==> config.mk <==
export PLATFORM = sky130hd
export DESIGN_NAME = updown_counter
export DESIGN_NICKNAME = d
export VERILOG_FILES = /design/src/rtl/updown_counter.sv
export SDC_FILE = /design/constraint.sdc
export NUM_CORES = 1
export LEC_CHECK = 0
export BUFFER_PORTS_ARGS = -buffer_cell sky130_fd_sc_hd__clkbuf_2
export CORE_ASPECT_RATIO = 0.9
export CORE_MARGIN = 2
export CORE_UTILIZATION = 25
export CTS_CLUSTER_SIZE = 16
export DETAILED_ROUTE_END_ITERATION = 16
export GPL_TIMING_DRIVEN = 0
export PLACE_DENSITY_LB_ADDON = 0.2
export SYNTH_ARGS = -nofsm -noshare
export SYNTH_HDL_FRONTEND = slang
export SYNTH_SLANG_ARGS = --single-unit
==> constraint.sdc <==
create_clock -name i_clk -period 1.9 [get_ports i_clk]
set_input_delay 0.095 -clock i_clk [delete_from_list [all_inputs] [get_ports i_clk]]
set_output_delay 0.095 -clock i_clk [all_outputs]
set_load 0.05 [all_outputs]
==> src/rtl/updown_counter.sv <==
// updown_counter
//   Parametrised up/down counter over the range 0..MAX_VAL with wrap or
//   saturate behaviour at the range ends, synchronous clear and clamped load,
//   and a registered Gray-coded copy of the count that is always in step with
//   the binary count. Typical uses: FIFO read/write pointers, occupancy
//   tracking, general modulo counting.
//
// Parameters
//   WIDTH     counter width in bits (>= 2)
//   MAX_VAL   terminal count, must fit in WIDTH bits
//   SATURATE  0 = wrap at range ends, 1 = hold at range ends
//
// Ports
//   i_clk         clock, rising edge
//   i_rst         synchronous reset, active-high
//   i_clr         synchronous clear to 0
//   i_load        load i_load_val (clamped to MAX_VAL)
//   i_load_val    value to load
//   i_up          count up by one (ignored when i_down is also high)
//   i_down        count down by one (ignored when i_up is also high)
//   o_count       registered count
//   o_count_gray  registered Gray code of o_count
//   o_wrap        one-cycle pulse: the last update wrapped (SATURATE=0)
//   o_sat         one-cycle pulse: the last step was blocked (SATURATE=1)
//   o_at_max      o_count == MAX_VAL
//   o_at_zero     o_count == 0

module updown_counter #(
  parameter int WIDTH    = 4,
  parameter int MAX_VAL  = (1 << WIDTH) - 1,
  parameter bit SATURATE = 1'b0
) (
  input  logic             i_clk,
  input  logic             i_rst,
  input  logic             i_clr,
  input  logic             i_load,
  input  logic [WIDTH-1:0] i_load_val,
  input  logic             i_up,
  input  logic             i_down,
  output logic [WIDTH-1:0] o_count,
  output logic [WIDTH-1:0] o_count_gray,
  output logic             o_wrap,
  output logic             o_sat,
  output logic             o_at_max,
  output logic             o_at_zero
);

  localparam logic [WIDTH-1:0] MAX_CNT = WIDTH'(MAX_VAL);

  // A terminal count that does not fit in WIDTH bits would silently truncate,
  // so refuse to elaborate instead.
  if (MAX_VAL >= (1 << WIDTH)) begin : g_max_val_check
    $error("updown_counter: MAX_VAL (%0d) does not fit in WIDTH (%0d) bits",
           MAX_VAL, WIDTH);
  end

  logic [WIDTH-1:0] next_count;
  logic             next_wrap;
  logic             next_sat;
  logic             step_up;
  logic             step_down;

  // Exactly one of up/down must be asserted to step; both or neither holds.
  assign step_up   = i_up & ~i_down;
  assign step_down = i_down & ~i_up;

  // Next-state selection in priority order clear > load > step. Reset is
  // applied in the register so it overrides everything chosen here.
  always_comb begin
    next_count = o_count;
    next_wrap  = 1'b0;
    next_sat   = 1'b0;
    if (i_clr) begin
      next_count = '0;
    end else if (i_load) begin
      next_count = (i_load_val > MAX_CNT) ? MAX_CNT : i_load_val;
    end else if (step_up) begin
      if (o_count == MAX_CNT) begin
        if (SATURATE) begin
          next_sat = 1'b1;
        end else begin
          next_count = '0;
          next_wrap  = 1'b1;
        end
      end else begin
        next_count = o_count + WIDTH'(1);
      end
    end else if (step_down) begin
      if (o_count == '0) begin
        if (SATURATE) begin
          next_sat = 1'b1;
        end else begin
          next_count = MAX_CNT;
          next_wrap  = 1'b1;
        end
      end else begin
        next_count = o_count - WIDTH'(1);
      end
    end
  end

  // The Gray copy is encoded from next_count and registered alongside the
  // binary count, so both change on the same edge with no skew.
  always_ff @(posedge i_clk) begin
    if (i_rst) begin
      o_count      <= '0;
      o_count_gray <= '0;
      o_wrap       <= 1'b0;
      o_sat        <= 1'b0;
    end else begin
      o_count      <= next_count;
      o_count_gray <= next_count ^ (next_count >> 1);
      o_wrap       <= next_wrap;
      o_sat        <= next_sat;
    end
  end

  assign o_at_max  = (o_count == MAX_CNT);
  assign o_at_zero = (o_count == '0);

endmodule

==> flow_summary.yaml, run 1 <==
synth:
  synth_nets: 75
  synth_edf_count: 0
  syn_avg_cell_area_sq_um: 8.62
  synth-main-ff-cell: "dfxtp_1"
  yosys_warnings: 0
  synthCells: 63
  yosysSeqAreaShare_pct: 29.5
  ys_types: 33
  syn_area_sq_um: 543
  synth-seq-cells: 8
  ys_async_sr_fraction_pct: 0
layout:
  layout_common_cells: "clkbuf_2 (19), nor2_1 (7), dfxtp_1 (4)"
  final_common_cell: "clkbuf_2"
  nNetsFinal: 99
  final_cells: 111
  num_antenna_cells: 0
  drive_gt1_share_pct: 46.5
  area_growth_pct: 34.8
setup_path:
  slowest_stage: "dfxtp_4"
  crit_fanout: 7
  endpoint_kind: "flop"
  r2r-end: "o_count_gray[0]$_SDFF_PP0_"
  cpPeakStageDelay_ns: 0.37
  cp_cell_sequence: "ha_1 -> and3_2 -> or2_1 -> a221oi_2 -> a21oi_1 -> mux2_2"
  cp.arrival_ns: 1.97
  critPathKind: "flop to flop"
  timing.rr.start: "o_count[0]$_SDFF_PP0_"
  worst_ep_required_time_ns: 2.05
  ff2ff_setup_slack_ns: 0.08
  critPathLaunchType: "flop"
  reg2regPathDepth: 6
route:
  ant_nets: 0
  vias: 513
  drt_iter0_markers: 14
  drt-total-wl_mm: 1.23
  vias_per_cell: 4.62
  drtPass1Iterations: 4
  drc: 0
  avgRoutedWirePerCell_microns: 11.1
timing:
  final-setup-viol-count: 0
  finalClockSkew_ns: 0.00552
  hold_viol: 0
  setup_ws_ns: 0.0772
  min_period_ns: 1.82
  finalCritPeriodShare_pct: 95.9
  max_freq_mhz: 549
  slew_violations: 0
  finalSetupTns_ns: 0
clock_network:
  htreeDepth: 1
  ctsHoldBuffers: 0
  worstSkewPairLatency_ns: 0.25
  cts_buffer_depth: 2
  clock_sinks: 8
  cts_buffers: 3
  cts_tree: "built"
  cts-root-buf: "clkbuf_4"
  clk_pin_slew_ns: 0.06
global_route:
  first_global_vias: 419
  grt_max_degree: 11
  antenna_found_initial: 0
  grt_first_pass_wirelength_mm: 1.86
  gr-usage-all-layers_pct: 10.5
  overflow: 0
die:
  io_pins: 22
  dieArea_sq_um: 2560
  start_util_pct: 27.3
  die_y_microns: 48.2
  chipWidth_microns: 53.1
  core.rowCount: 15
  coreArea_sq_um: 1990
power:
  vdd_drop_max_mv: 0.279
  p_per_area_nw_per_um2: 653
  combPwrFrac_pct: 31.9
  switchingPower_uw: 165
  pwr-share-seq_pct: 39.0
  p_clk_share_pct: 29.0
  swShare_pct: 34.6
  p_int_uw: 313
  p_total_uw: 478
  power_leakage_nw: 0.326
placement:
  dp.cells: 107
  portBuffers: 19
  dp_hpwl_microns: 930
  gp_congestion: 0.746
  pre_cts_ws_ns: 0.0370
worst_hold_path:
  hold_start: "i_load_val[3]"
  hold_path.class: "input pin to flop"
  hold-path-cell-count: 3
  hold_path_end: "o_count[3]$_SDFF_PP0_"
status:
  outcome: "finished, final reports clean"
job:
  drv_cap: 0
Yosys cell counts, types with 2 or more instances:
master / n / area share (%)
buf_4: 2 / 2.8
mux2_2: 2 / 4.1
dfxtp_1: 8 / 29
or2_1: 2 / 2.3
a31oi_1: 2 / 2.3
nor3_1: 2 / 1.8
nor2b_4: 2 / 5.1
nand3b_1: 3 / 4.1
nand2b_1: 3 / 3.5
inv_1: 4 / 2.8
ha_1: 2 / 4.6
nand3_1: 2 / 1.8
nand2_1: 2 / 1.4
nor2b_1: 2 / 2.3
nor2_1: 7 / 4.8
per-layer routing:
| metal | share of wire [%] | global-route usage [%] | routed length [microns] | vias to the layer above |
|---|---|---|---|---|
| li1 | - | - | - | 263 |
| met1 | 47 | 14.6 | 583 | 228 |
| met2 | 44 | 14.5 | 538 | 20 |
| met3 | 7.9 | 2.15 | 97 | 2 |
| met4 | 0.89 | 7.69 | 11 | 0 |
| met5 | 0 | 0 | 0 | - |
repair_timing:
action,in CTS,in global routing
gates resized for setup,0,1
setup buffers,0,0
setup endpoints to repair,0,1
hold endpoints to repair,0,0
cells by family after synthesis:
group,count (synthesis),synth area share (%)
xor gates and xnor gates,1,1.61
DFF,8,29.5
other,1,0.691
and+or+nand+nor,28,32.0
adders and majority gates,2,4.61
buffers and inverters,8,7.14
muxes,3,6.22
AOI/OAI and AO/OA,12,18.2
worst max-delay path by stage:
| stage | depth (start not counted) | slack [ns] | start | to |
|---|---|---|---|---|
| final | 6 | 0.08 | o_count[0]$_SDFF_PP0_ | o_count_gray[0]$_SDFF_PP0_ |
| after global routing | 6 | -0.009 | o_count[0]$_SDFF_PP0_ | o_count_gray[0]$_SDFF_PP0_ |
| after CTS | 6 | 0.02 | o_count[0]$_SDFF_PP0_ | o_count_gray[0]$_SDFF_PP0_ |
| after detailed placement | 6 | 0.04 | o_count[0]$_SDFF_PP0_ | o_count_gray[0]$_SDFF_PP0_ |
| after global placement | 6 | 0.02 | o_count[0]$_SDFF_PP0_ | o_count_gray[0]$_SDFF_PP0_ |
| after floorplan | 7 | -0.08 | o_count[1]$_SDFF_PP0_ | o_count_gray[0]$_SDFF_PP0_ |
power by group through the flow:
stage                     sequential (mW)  clock [mW]  combinational [mW]
after floorplan                     0.220           0              0.0851
after global placement              0.190           0               0.151
after detailed placement            0.190           0               0.151
after CTS                           0.187       0.148               0.152
after global routing                0.188       0.156               0.166
final                               0.187       0.139               0.152
cell type report:
type,instances,area (sq um)
repair buffers,19,95.1
plain buffers,4,23.8
flip-flops and latches,8,170
fillers,231,1260
inverters,4,15.0
well taps,25,31.3
multi-input cells,47,370
clock buffers,4,26.3
registers in the layout, summed over array words and instances (netlist names):
| register | cells |
|---|---|
| o_count | 4 |
| o_count_gray | 3 |
| o_wrap | 1 |
critical path, delay by kind of cell, from the launching register on:
kind                     cells  cell delay (ns)
multiplexers                 1             0.30
AND/OR/NAND/NOR              2             0.47
AO/OA/AOI/OAI                2             0.36
flip-flops                   1             0.37
adder cells (fa/ha/maj)      1             0.21
stage by stage:
stage	cell area, sq um	utilization (%)	hold WS [ns]
3_5_place_dp	699	35.2	0.363
6_report	732	36.8	0.0975
3_3_place_gp	699	35.2	0.358
2_1_floorplan	573	-	0.236
4_1_cts	726	36.5	0.0897
5_1_grt	732	36.8	0.106
Note: power is estimated with default switching activity, not from simulation.
==> inputs of run 2 (changes only) <==
Settings changed: CORE_ASPECT_RATIO 0.9 to not set, CORE_UTILIZATION 25 to 41.
==> run 2 against run 1 <==
Compared with the run above:
- clock skew is 0.0038 ns lower
- die area is 36% lower
- design area is 1.2% lower
- total power is 0.58% higher
==> flow_summary.yaml, run 2 (synthesis results as in run 1) <==
status:
  outcome: "finished, final reports clean"
setup_path:
  critPathKind: "flop to flop"
  cpMostUsedCell: "mux2_2"
  crit_buf_inv: 1
  reg2regPathDepth: 6
  r2r-end: "o_count_gray[0]$_SDFF_PP0_"
  critPathTopFamily: "multiplexers"
  crit_fanout: 7
  critPathLaunchType: "flop"
  cpPeakStageDelay_ns: 0.38
  cp.arrival_ns: 1.97
  slowest_stage: "dfxtp_4"
  cp_cell_sequence: "inv_2 -> ha_4 -> mux2_2 -> o31a_1 -> nor2b_1 -> mux2_2"
  crit_start: "o_count[0]$_SDFF_PP0_"
  timing.rr.start: "o_count[0]$_SDFF_PP0_"
  endpoint_kind: "flop"
  ff2ff_setup_slack_ns: 0.08
  worst_ep_required_time_ns: 2.05
worst_hold_path:
  hold_path.class: "input pin to flop"
  hold_start: "i_load_val[3]"
  hold-path-cell-count: 3
  hold_path_end: "o_count[3]$_SDFF_PP0_"
global_route:
  grt_first_pass_wirelength_mm: 1.83
  antenna_found_initial: 0
  overflow: 0
  first_global_vias: 465
  gr-usage-all-layers_pct: 17.0
  grt_max_degree: 11
layout:
  reg.largest.list: "o_count (4), o_count_gray (3), o_wrap (1)"
  largest_register_ffs: 4
  fin_util_pct: 57.0
  drive_gt1_share_pct: 47.7
  num_antenna_cells: 0
  final_common_cell: "clkbuf_2"
  layout_common_cells: "clkbuf_2 (19), nor2_1 (7), dfxtp_1 (4)"
  top_register: "o_count"
  area_growth_pct: 33.2
  nNetsFinal: 99
route:
  avgRoutedWirePerCell_microns: 10.7
  drc: 0
  drtPass1Iterations: 4
  drt_iter0_markers: 3
  vias_per_cell: 5.07
  vias: 512
  drt-total-wl_mm: 1.08
  ant_nets: 0
clock_network:
  cts_buffers: 3
  ctsHoldBuffers: 0
  worstSkewPairLatency_ns: 0.26
  clock_sinks: 8
  cts_tree: "built"
  cts_buffer_depth: 2
  clk_pin_slew_ns: 0.06
  htreeDepth: 1
  cts-root-buf: "clkbuf_4"
power:
  p_per_area_nw_per_um2: 665
  switchingPower_uw: 167
  p_clk_share_pct: 29.8
  vdd_drop_max_mv: 0.334
  p_int_uw: 313
  power_leakage_nw: 0.326
  swShare_pct: 34.8
  combPwrFrac_pct: 31.6
  pwr-share-seq_pct: 38.6
  p_total_uw: 481
timing:
  max_freq_mhz: 550
  finalCritPeriodShare_pct: 95.7
  rsz0062_at_grt: "no"
  min_period_ns: 1.82
  hold_viol: 0
  finalClockSkew_ns: 0.00176
  slew_violations: 0
  final-setup-viol-count: 0
die:
  start_util_pct: 42.8
  io_pins: 22
  dieArea_sq_um: 1630
  core.rowCount: 13
  coreArea_sq_um: 1270
  die_y_microns: 40.4
  chipWidth_microns: 40.4
job:
  drv_cap: 0
placement:
  dp_hpwl_microns: 833
  gp_congestion: 0.692
  portBuffers: 19
run 2: stage by stage:
step | cell area (sq um) | hold WS, ns | cells | setup WS [ns] | setup TNS [ns]
6_report | 723 | 0.0824 | 101 | 0.0811 | 0
5_1_grt | 723 | 0.0944 | 101 | 0.0143 | 0
4_1_cts | 713 | 0.0850 | 101 | 0.0493 | 0
3_5_place_dp | 687 | 0.354 | 97 | 0.0643 | 0
3_3_place_gp | 687 | 0.355 | 97 | 0.0435 | 0
2_1_floorplan | 573 | 0.236 | 63 | -0.0794 | -0.0794
run 2: worst reg2reg max path, cell delays in order (launching register included):
cell,delay [ns]
dfxtp_4,0.38
inv_2,0.05
ha_4,0.25
mux2_2,0.31
o31a_1,0.31
nor2b_1,0.14
mux2_2,0.26
run 2: layout make-up:
class | count | area, sq um
clock buffers | 4 | 26.3
inverters | 4 | 15.0
well taps | 15 | 18.8
multi-input cells | 47 | 374
repair buffers | 19 | 95.1
plain buffers | 4 | 23.8
fillers | 117 | 546
flip-flops and latches | 8 | 170
run 2: power by group through the flow:
stage	combinational, mW	sequential, mW	clock (mW)
floorplan	0.0851	0.220	0
global placement	0.148	0.189	0
detailed placement	0.149	0.189	0
CTS	0.150	0.186	0.149
global route	0.167	0.187	0.153
finish	0.152	0.186	0.143
run 2: routing by layer:
metal,track usage [%],share of wire [%]
met1,18.8,46
met2,29.4,46
met4,12.5,2.3
met3,1.67,5.9
met5,0,0
run 2: worst max-delay path by stage:
stage / end / depth (start not counted)
after floorplan: o_count_gray[0]$_SDFF_PP0_ / 7
after global placement: o_count_gray[0]$_SDFF_PP0_ / 6
after detailed placement: o_count_gray[0]$_SDFF_PP0_ / 6
after CTS: o_count_gray[0]$_SDFF_PP0_ / 6
after global routing: o_count_gray[0]$_SDFF_PP0_ / 6
final: o_count_gray[0]$_SDFF_PP0_ / 6
run 2: what timing repair did:
action                                  CTS  global route
endpoints found under the setup margin    0             1
gates resized for setup                   0             2
setup buffers                             0             0
==> inputs of run 3 (changes only) <==
Settings changed: ABC_AREA set to 1, CORE_ASPECT_RATIO set to 0.9, CORE_UTILIZATION 41 to 42.
==> run 3 against run 2 <==
Compared with the run above:
- sequential share of layout area fell by 2.2 points
- first-iteration DRC count rose to 5.7 times the previous value
- total power rose by 3.0%
- worst hold slack got worse by 0.046 ns
- critical path type unchanged
- largest power group unchanged
- highest routed layer is now met3
==> flow_summary.yaml, run 3 <==
setup_path:
  cpPeakStageDelay_ns: 0.38
  crit_buf_inv: 1
  cp.arrival_ns: 1.63
  cpMostUsedCell: "nand2_1"
  slowest_stage: "dfxtp_2"
  critPathLaunchType: "flop"
  critPathKind: "flop to flop"
  critPathTopFamily: "simple AND/OR/NAND/NOR gates"
  endpoint_kind: "flop"
  crit_fanout: 7
  worst_ep_required_time_ns: 2.09
  cp_cell_sequence: "inv_1 -> ha_1 -> nand3_1 -> nand2_1 -> nand2_1 -> nand3_2 -> a21oi_1 -> nand3_1 -> nand2_1"
route:
  drtPass1Iterations: 4
  drt_iter0_markers: 17
  drc: 0
  avgRoutedWirePerCell_microns: 9.53
  drt-total-wl_mm: 1.29
  vias_per_cell: 4.96
  ant_nets: 0
  vias: 669
global_route:
  antenna_found_initial: 0
  grt_first_pass_wirelength_mm: 2.06
  first_global_vias: 503
  grt_max_degree: 9
  overflow: 0
  gr-usage-all-layers_pct: 15.9
synth:
  synth_area_leaders: "dfxtp_1 (26%), nand2_1 (13%), nand3_1 (9.6%)"
  yosys_warnings: 0
  synth_edf_count: 0
  syn_avg_cell_area_sq_um: 6.36
  netlist.top_cell.by_area: "dfxtp_1"
  ys_top_cells_by_count: "nand2_1 (22), nor2_1 (13), inv_1 (12), nand3_1 (12), dfxtp_1 (8)"
  synthCells: 98
  synth_top_cell_area_share_pct: 25.7
  synth_nets: 110
  syn_area_sq_um: 623
  ys_types: 21
  synth.most_common_cell: "nand2_1"
  synth-seq-cells: 8
  synth-main-ff-cell: "dfxtp_1"
  ys_async_sr_fraction_pct: 0
  yosysSeqAreaShare_pct: 25.7
timing:
  finalCritPeriodShare_pct: 75.5
  hold_viol: 0
  final-setup-viol-count: 0
  finalSetupTns_ns: 0
  max_freq_mhz: 697
  rsz0062_at_grt: "no"
  min_period_ns: 1.43
  setup_ws_ns: 0.466
  finalClockSkew_ns: 0.00149
  slew_violations: 0
clock_network:
  htreeDepth: 1
  clock_sinks: 8
  post-cts-setup-buffers: 0
  cts_buffer_depth: 2
  cts_buffers: 3
  worstSkewPairLatency_ns: 0.25
  ctsHoldBuffers: 0
  cts_resized: 0
  cts_tree: "built"
  cts-root-buf: "clkbuf_4"
  clk_pin_slew_ns: 0.05
worst_hold_path:
  hold_path.class: "input pin to flop"
layout:
  num_antenna_cells: 0
  nNetsFinal: 134
  fillers: 154
  reg.largest.list: "o_count (4), o_count_gray (3), o_wrap (1)"
  largest_register_ffs: 4
  final_common_cell: "nand2_1"
  fin_util_pct: 53.8
  area_growth_pct: 22.3
  layout_common_cells: "nand2_1 (22), clkbuf_2 (19), nor2_1 (13)"
  top_register: "o_count"
  drive_gt1_share_pct: 35.8
placement:
  gp_congestion: 0.897
  pre_cts_ws_ns: 0.466
  dp_hpwl_mm: 1.07
  portBuffers: 19
status:
  outcome: "finished, final reports clean"
die:
  chipWidth_microns: 44.6
  start_util_pct: 44.0
  io_pins: 22
  die_y_microns: 40.5
  core.rowCount: 13
  coreArea_sq_um: 1420
  dieArea_sq_um: 1810
power:
  combPwrFrac_pct: 36.6
  p_int_uw: 303
  vdd_drop_max_mv: 0.427
  pwr-share-seq_pct: 38.2
  switchingPower_uw: 192
  swShare_pct: 38.8
  p_clk_share_pct: 25.2
  power_leakage_nw: 0.426
  p_per_area_nw_per_um2: 649
job:
  drv_cap: 0
run 3: changes by cell type after synthesis, sizes merged, moves of 3 or more:
cell    delta
mux2       -3
nand2     +26
nand3     +13
a21oi      +3
nand3b     -3
nor2b      -4
nor2      +10
nand2b     -3
inv       +11
run 3: final timing paths:
check,slack (ns),end,start,cells after the start
setup / recovery,0.47,o_count_gray[2]$_SDFF_PP0_,o_count[0]$_SDFF_PP0_,9
hold / removal,0.04,o_wrap$_SDFF_PP0_,i_load,2
setup reg to reg,0.47,o_count_gray[2]$_SDFF_PP0_,o_count[0]$_SDFF_PP0_,9
hold reg to reg,0.76,o_count[1]$_SDFF_PP0_,o_count[1]$_SDFF_PP0_,6
run 3: layout make-up:
type / count / area (sq um) / area share (%)
sequential: 8 / 163 / 21.3
buffer: 3 / 18.8 / 2.46
inverter: 15 / 58.8 / 7.72
tap: 15 / 18.8 / 2.46
timing repair buffer: 19 / 95.1 / 12.5
multi-input combinational: 72 / 385 / 50.6
clock buffer: 3 / 22.5 / 2.96
run 3: power by group through the flow:
| stage | clock, mW | sequential, mW | combinational, mW |
|---|---|---|---|
| after floorplan | 0 | 0.227 | 0.106 |
| after global placement | 0 | 0.192 | 0.179 |
| after detailed placement | 0 | 0.193 | 0.182 |
| after CTS | 0.132 | 0.189 | 0.182 |
| after global routing | 0.137 | 0.191 | 0.201 |
| final | 0.125 | 0.189 | 0.181 |
run 3: cell families after synthesis:
family | after synthesis | synth area share (%)
buffers and inverters | 18 | 12.4
DFF | 8 | 25.7
AOI/OAI and AO/OA | 6 | 5.42
adders and majority gates | 2 | 4.02
other | 1 | 0.602
and+or+nand+nor | 63 | 51.8
run 3: routing by layer:
layer / GRT usage [%] / wire length, microns / part of all wire (%)
met1: 19.5 / 611 / 47
met2: 28.6 / 592 / 46
met3: 5.41 / 83 / 6.4
met4: 0 / 0 / 0
met5: 0 / 0 / 0
run 3: through the flow:
step / hold slack, ns / std cells / power [mW] / cell area (sq um)
2_1_floorplan: 0.173 / 98 / 0.334 / 626
3_3_place_gp: 0.291 / 132 / 0.371 / 739
3_5_place_dp: 0.294 / 132 / 0.375 / 739
4_1_cts: 0.0291 / 135 / 0.503 / 762
5_1_grt: 0.0386 / 135 / 0.529 / 762
6_report: 0.0365 / 135 / 0.495 / 762
run 3: worst register-to-register path: cells and delay by family (launching register included):
kind | cells | cell delay [ns]
simple gates | 6 | 0.47
flops | 1 | 0.38
fa+ha+maj | 1 | 0.24
compound gates | 1 | 0.16
buf+inv | 1 | 0.11
